`config.mk`:
```
export PLATFORM = sky130hd
export DESIGN_NAME = mcd_step_decoder
export DESIGN_NICKNAME = d
export VERILOG_FILES = /design/src/rtl/mcd_step_decoder.sv
export SDC_FILE = /design/constraint.sdc
export NUM_CORES = 1
export LEC_CHECK = 0
export BUFFER_PORTS_ARGS = -buffer_cell sky130_fd_sc_hd__buf_2
export CORE_MARGIN = 1
export CORE_UTILIZATION = 47
export CTS_BUF_LIST = sky130_fd_sc_hd__clkbuf_16
export CTS_CLUSTER_SIZE = 28
export DETAILED_ROUTE_END_ITERATION = 10
export PLACE_DENSITY_LB_ADDON = 0.12
export SLEW_MARGIN = 20
export SYNTH_ARGS = -nofsm -noshare
export SYNTH_HDL_FRONTEND = slang
export SYNTH_SLANG_ARGS = --single-unit
```
`constraint.sdc`:
```
create_clock -name clk_i -period 11.72 [get_ports clk_i]
set_input_delay 0.586 -clock clk_i [delete_from_list [all_inputs] [get_ports clk_i]]
set_output_delay 0.586 -clock clk_i [all_outputs]
set_load 0.02 [all_outputs]
```
`src/rtl/mcd_step_decoder.sv`:
```
// mcd_step_decoder -- receive-side monitor for a 4-phase one-hot stepper drive bus.
// It synchronizes the phase code and recovers step events and their direction.
// It also keeps a wrapping signed position count, and flags illegal codes,
// skipped phases and stalls.
//
// Ports:
//   clk_i         clock, all logic on posedge
//   rst_i         synchronous reset, active-high
//   phase_i[3:0]  drive-bus phase code (0000 idle, one-hot active)
//   pos_clr_i     pulse: clear position (wins over a coincident step)
//   err_clr_i     pulse: leave FAULT (ignored elsewhere)
//   step_pulse_o  1-cycle pulse per legal step
//   step_dir_o    direction of last legal step (1 = index up)
//   position_o    two's-complement step count, wraps silently
//   active_o      1 while tracking
//   err_o         1 while faulted
//   stall_o       1 while the phase is held >= STALL_CYCLES while tracking
module mcd_step_decoder #(
  parameter int POS_W        = 16,
  parameter int STALL_CYCLES = 1000,
  parameter int SYNC_STAGES  = 2
) (
  input  logic             clk_i,
  input  logic             rst_i,
  input  logic [3:0]       phase_i,
  input  logic             pos_clr_i,
  input  logic             err_clr_i,
  output logic             step_pulse_o,
  output logic             step_dir_o,
  output logic [POS_W-1:0] position_o,
  output logic             active_o,
  output logic             err_o,
  output logic             stall_o
);

  localparam int CNT_W = $clog2(STALL_CYCLES + 1);
  localparam logic [CNT_W-1:0] STALL_MAX = CNT_W'(STALL_CYCLES);

  typedef enum logic [1:0] {S_IDLE, S_TRACK, S_FAULT} state_t;

  state_t                      state_q, state_d;
  logic [SYNC_STAGES-1:0][3:0] sync_q;
  logic [1:0]                  last_q, last_d;
  logic [CNT_W-1:0]            cnt_q, cnt_d;
  logic [POS_W-1:0]            pos_d;
  logic                        pulse_d, dir_d, stall_d;

  logic [3:0] ps;
  logic       onehot, illegal;
  logic [1:0] idx, delta;

  assign ps      = sync_q[SYNC_STAGES-1];
  assign onehot  = (ps != 4'd0) && ((ps & (ps - 4'd1)) == 4'd0);
  assign illegal = (ps != 4'd0) && !onehot;
  // Mod-4 distance from the stored phase: 1 = up, 3 = down, 2 = skipped phase.
  assign delta   = idx - last_q;

  always_comb begin
    idx = 2'd0;
    case (ps)
      4'b0010: idx = 2'd1;
      4'b0100: idx = 2'd2;
      4'b1000: idx = 2'd3;
      default: idx = 2'd0;
    endcase
  end

  always_comb begin
    state_d = state_q;
    last_d  = last_q;
    cnt_d   = cnt_q;
    pos_d   = position_o;
    pulse_d = 1'b0;
    dir_d   = step_dir_o;
    case (state_q)
      S_IDLE: begin
        cnt_d = '0;
        if (illegal) begin
          state_d = S_FAULT;
        end else if (onehot) begin
          // Entry only records where the rotor is; it is not a step.
          state_d = S_TRACK;
          last_d  = idx;
        end
      end
      S_TRACK: begin
        if (ps == 4'd0) begin
          state_d = S_IDLE;
          cnt_d   = '0;
        end else if (illegal) begin
          state_d = S_FAULT;
          cnt_d   = '0;
        end else begin
          case (delta)
            2'd0: if (cnt_q < STALL_MAX) cnt_d = cnt_q + CNT_W'(1);
            2'd1: begin
              pulse_d = 1'b1;
              dir_d   = 1'b1;
              pos_d   = position_o + POS_W'(1);
              last_d  = idx;
              cnt_d   = '0;
            end
            2'd3: begin
              pulse_d = 1'b1;
              dir_d   = 1'b0;
              pos_d   = position_o - POS_W'(1);
              last_d  = idx;
              cnt_d   = '0;
            end
            default: begin
              state_d = S_FAULT;
              cnt_d   = '0;
            end
          endcase
        end
      end
      S_FAULT: begin
        cnt_d = '0;
        if (err_clr_i) state_d = S_IDLE;
      end
      default: state_d = S_IDLE;
    endcase
    if (pos_clr_i) pos_d = '0;
    // Derived from next-state values so stall drops on the same edge the counter clears.
    stall_d = (state_d == S_TRACK) && (cnt_d >= STALL_MAX);
  end

  always_ff @(posedge clk_i) begin
    if (rst_i) begin
      state_q      <= S_IDLE;
      sync_q       <= '0;
      last_q       <= '0;
      cnt_q        <= '0;
      step_pulse_o <= 1'b0;
      step_dir_o   <= 1'b0;
      position_o   <= '0;
      active_o     <= 1'b0;
      err_o        <= 1'b0;
      stall_o      <= 1'b0;
    end else begin
      sync_q[0] <= phase_i;
      for (int i = 1; i < SYNC_STAGES; i++) sync_q[i] <= sync_q[i-1];
      state_q      <= state_d;
      last_q       <= last_d;
      cnt_q        <= cnt_d;
      step_pulse_o <= pulse_d;
      step_dir_o   <= dir_d;
      position_o   <= pos_d;
      active_o     <= (state_d == S_TRACK);
      err_o        <= (state_d == S_FAULT);
      stall_o      <= stall_d;
    end
  end

endmodule

```
; ---- After elaboration in Yosys (flattened, before gate mapping)
; Cells that the tools add are included.
[classes]
addsub = 5
n_lt_le_gt_ge = 2
n_eq_ne = 14
muxes = 22
bitwise_logic = 4
n_reduce_logical = 18
[ops]
columns = cell, n
row1 = 10-bit 2-to-1 mux, 4
row2 = 16-bit case mux with 2 select lines, 1
row3 = 2-bit 2-to-1 mux, 11
row4 = 10-bit case mux with 2 select lines, 1
row5 = 16-bit by 1-bit adder with 16-bit output (second input constant), 1
row6 = 16-bit by 1-bit subtractor with 16-bit output (second input constant), 1
row7 = 2-bit case mux with 3 select lines, 2
row8 = 10-bit by 1-bit adder with 10-bit output (second input constant), 1
row9 = 10-bit greater-or-equal comparator (second input constant), 1
row10 = 10-bit < comparator (second input constant), 1
row11 = 2-bit inequality test (second input constant), 5
row12 = 4-bit zero test, 2
row13 = 2-bit by 1-bit equality test with 1-bit output (second input constant), 3
row14 = 2-bit equality test (second input constant), 3
row15 = 6-bit AND reduction, 1
row16 = 2-bit OR reduction, 3
row17 = 4-bit bitwise AND, 1
row18 = 4-bit by 2-bit equality test with 1-bit output (second input constant), 1
row19 = 4-bit by 3-bit equality test with 1-bit output (second input constant), 1
row20 = 4-bit equality test (second input constant), 1
row21 = 2-bit zero test, 2
row22 = 2-bit case mux with 2 select lines, 1
row23 = 4-bit AND reduction, 1
row24 = 2-bit nonzero test, 2
row25 = other kinds (10), 14
[word_totals]
register_bits = 43
inputBits = 8
output_inout_bits = 21

; ---- Longest topological paths before layout
[logic_depth]
ltp_word = 11
depth_mapped = 16
ltp_nobuf = 14

; ---- Least setup slack after synthesis
; OpenSTA, ideal clock, no wires.
[synth_timing]
path_kind = reg2reg
from = register sync_q (netlist bit ps[1])
to = register position_o[15]
arrival_time_ps = 3680
required_ps = 11648
path_slack_ps = 7968
path_stages_with_launch = 16
path_buffers = 1
synth_period_minus_slack_ps = 3752
cell_sequence = dfxtp_1 buf_2 xnor2_1 nor3_1 inv_1 ha_1 or3_1 a211o_1 nand2_1 ha_1 a211oi_1 nor4_1 or2_2 o2bb2ai_1 mux2i_1 mux2i_1
[synth_via]
elab_chain_cells = 8
elab_cells_between_ends = 20
cone_classes = 2 x add/sub / 5 x eq/ne / 2 x mux / 3 x bitwise / 8 x reduce/logical
[synth_rtl]
columns = element, line_no
row1 = from (decl), 42  ; logic [SYNC_STAGES-1:0][3:0] sync_q;
row2 = "parallel branches: the longest is 8 deep, another holds 2-bit subtractor", -
row3 = to (signal assigned), 148  ; position_o <= pos_d;
row4 = to (decl), 30  ; output logic [POS_W-1:0] position_o,
; Several ways; the timed one is not identified.
; A chain may end at the register's enable or synchronous reset.

; ---- Final worst setup path
[layout_timing]
from = register sync_q (netlist bit ps[3])
to = register position_o[15]
; Same word-level chain as after synthesis.

==> flow_summary_export.csv <==
group,metric,value,unit
run_status,run_status,"finished clean",
route,route.detailed.vias_per_inst,5.81,
place,pre_cts_slack,7.45,ns
grt,grt_max_degree,29,
synth,yosysWarnings,0,
floorplanning,top_level_ports,29,
cts,root_buffer,"sky130_fd_sc_hd__clkbuf_16",
floorplanning,floorplan.die_area,5840,sq um
timing,fmaxAchievable,231,MHz
synth,ys_seq_area_frac,0.331,
timing,number_of_failing_setup_endpoints_in_the_final_timing_report,0,
synth,synth_instances,321,
final_layout,drive_gt1_frac,0.122,
timing,rsz0062_at_grt,"no",
synth,synth_top_cells_by_count,"sky130_fd_sc_hd__dfxtp_1, sky130_fd_sc_hd__nor2_1, sky130_fd_sc_hd__nand2_1, sky130_fd_sc_hd__a21oi_1, sky130_fd_sc_hd__o21ai_0",
timing,setup_tns,0,ns
synth,synth_largest_area_cell,"sky130_fd_sc_hd__dfxtp_1",
final_layout,multi_input_comb_area,1660,sq um
route,drt_wl_total,5830,um
synth,post_synth_num_cell_types,56,
flow_run,cap_violations,0,
route,dr_total_vias,2407,
final_layout,insertedDiodeCount,0,
grt,track_usage,0.210,
route,post-route-drc-count,0,
setup_path,timing.reg2reg.setup_slack,7.39,ns
synth,synth_ff_type,"sky130_fd_sc_hd__dfxtp_1",
grt,vias_in_the_first_global_route,2179,
route,number_of_drc_markers_after_the_initial_detailed_route_iteration,160,
synth,synth_top_cells_by_area,"sky130_fd_sc_hd__dfxtp_1, sky130_fd_sc_hd__ha_1, sky130_fd_sc_hd__nor2_1",
setup_path,start_kind,"register",
floorplanning,chipWidth,76.4,um
timing,slew_headroom,0.415,
cts,cts_setup_buffers,0,
floorplanning,core_region_area,5200,sq um
synth,yosys.cell_count.top_type,"sky130_fd_sc_hd__dfxtp_1",
setup_path,worst-endpoint-required,11.94,ns
synth,synth_edf_count,0,
timing,timing.final.hold_violations,0,
timing,min_period_over_period,0.369,
timing,final_max_slew_viol_count,0,
place,port_buffers,28,
final_layout,layout-area-overhead-vs-synth,12.4,%
final_layout,area.sequential,861,sq um
power,powerDensity,108,nW/um^2
synth,post_synthesis_area_per_instance,8.11,sq um
place,place_congestion,0.877,
cts,clock_latency,0.28,ns
synth,synth-seq-cells,43,
setup_path,path_class,"register to register",
final_layout,fin_nets,368,
power,vdd_ir_drop_max,80.9,uV
cts,ctsHoldBuffers,0,
route,firstDrtPassIters,4,
floorplanning,std_cell_rows,26,
power,static-leakage-power,1.29,nW
min_path,timing.hold.worst.class,"register to register",
synth,async_flop_share,0,
floorplanning,fp.dieH,76.4,um
cts,cts-buffers-inserted,5,
grt,grt_first_pass_wirelength,10100,um
synth,synth_top_area_share,0.331,
cts,count_of_h_tree_levels_built_during_cts,2,
route,drt_antenna_net_count,0,
cts,post_cts.resized_instances,0,
setup_path,critical_path_peak_fanout,16,
timing,min_period,4.33,ns
grt,overflow,0,
timing,fin_worst_skew,0.00305,ns
place,dp_hpwl,4140,um
route,drt-wirelength-per-cell,14.1,um
synth,netlist_area,2600,sq um
cts,clk_transition_reported_paths,0.06,ns
setup_path,worst_path_arrival_time,4.54,ns
grt,antenna_found_initial,0,
timing,transition_at_the_pin_with_the_smallest_max_transition_slack,0.874,ns
power,finalPower,0.315,mW
setup_path,critical_path_endpoint_category,"register",
final_layout,fillers,501,
cts,clock-sinks,43,
floorplanning,floorplan.initialDensity,0.500,
timing,timing.final.ws_setup,7.39,ns
cts,cts_tree,"built",
synth,synth_nets,346,
cts,max-clock-path-buffers,2,
==> sequential cells by signal (all words and copies together), names as in the netlist <==
register / count
err_o: 1
stall_o: 1
active_o: 1
sync_q: 4
last_q: 2
state_q: 2
cnt_q: 10
position_o: 16
ps: 4
step_dir_o: 1
step_pulse_o: 1
==> stage by stage <==
step | area [sq um] | util | hold slack, ns | std cells
3_3_place_gp | 2790 | 0.535 | 0.426 | 406
6_report | 2930 | 0.562 | 0.435 | 414
5_1_grt | 2930 | 0.562 | 0.452 | 414
3_5_place_dp | 2790 | 0.535 | 0.426 | 406
4_1_cts | 2930 | 0.562 | 0.444 | 414
2_1_floorplan | 2600 | - | 0.414 | 321
==> final cells by class <==
cell class / count / area share
clock buffer: 5 / 0.0428
clock inverter: 3 / 0.00513
inverter: 7 / 0.00898
multi-input combinational: 257 / 0.568
sequential: 43 / 0.294
tap: 70 / 0.0299
timing repair buffer: 29 / 0.0505
==> path summary, 6_finish.rpt <==
path	start	endpoint	depth (start not counted)
setup reg to reg	ps[3]$_SDFF_PP0_	position_o[15]$_SDFFE_PP0P_	14
hold / removal	sync_q[1]$_SDFF_PP0_	ps[1]$_SDFF_PP0_	1
setup / recovery	ps[3]$_SDFF_PP0_	position_o[15]$_SDFFE_PP0P_	14
hold reg to reg	sync_q[1]$_SDFF_PP0_	ps[1]$_SDFF_PP0_	1
==> layer usage <==
layer / routed length, um / GRT usage / vias to the layer above / share of wire
met5: 0 / 0 / - / 0
met2: 2590 / 0.328 / 55 / 0.44
met1: 2950 / 0.286 / 1119 / 0.51
li1: - / - / 1226 / -
met4: 70 / 0.0769 / 0 / 0.012
met3: 224 / 0.0395 / 7 / 0.038
==> cell usage in the layout, fill, tap and decap left out, drive strengths merged, types with 5 or more instances in the layout <==
cell,n
dfxtp,43
buf,29
ha,16
a21oi,22
and3,5
mux2i,5
a211oi,5
xnor2,7
nand4,7
xor2,6
nor3,5
nand2,32
clkbuf,5
nor2,33
inv,7
or3,5
a21o,7
o21ai,19
o211ai,6
nor2b,9
nand3,15
==> power by group <==
part / internal [mW] / total, mW / switching, mW / leakage [nW]
clock network: 0.0775 / 0.135 / 0.0571 / 0.0649
logic: 0.0105 / 0.0281 / 0.0176 / 0.875
registers: 0.149 / 0.152 / 0.00313 / 0.349
total: 0.237 / 0.315 / 0.0779 / 1.29
==> logic make-up after synthesis <==
family / synth area share
buffers and inverters: 0.0332
AND/OR/NAND/NOR: 0.247
AO/OA/AOI/OAI: 0.237
adder cells (fa/ha/maj): 0.0884
XOR/XNOR: 0.0437
flip-flops: 0.331
multiplexers: 0.0192
==> critical path: stages, from the launching register on <==
cell and delay (ns):
sky130_fd_sc_hd__dfxtp_1 0.45, sky130_fd_sc_hd__xnor2_1 0.10, sky130_fd_sc_hd__nor3_1 0.23, sky130_fd_sc_hd__inv_1 0.08
sky130_fd_sc_hd__ha_1 0.37, sky130_fd_sc_hd__or3_1 0.38, sky130_fd_sc_hd__a211o_1 0.27, sky130_fd_sc_hd__nand2_1 0.48
sky130_fd_sc_hd__ha_1 0.37, sky130_fd_sc_hd__a211oi_1 0.43, sky130_fd_sc_hd__nor4_1 0.12, sky130_fd_sc_hd__or2_2 0.35
sky130_fd_sc_hd__o2bb2ai_1 0.19, sky130_fd_sc_hd__mux2i_1 0.24, sky130_fd_sc_hd__mux2i_1 0.19
Power figures use the tool's default switching activity.
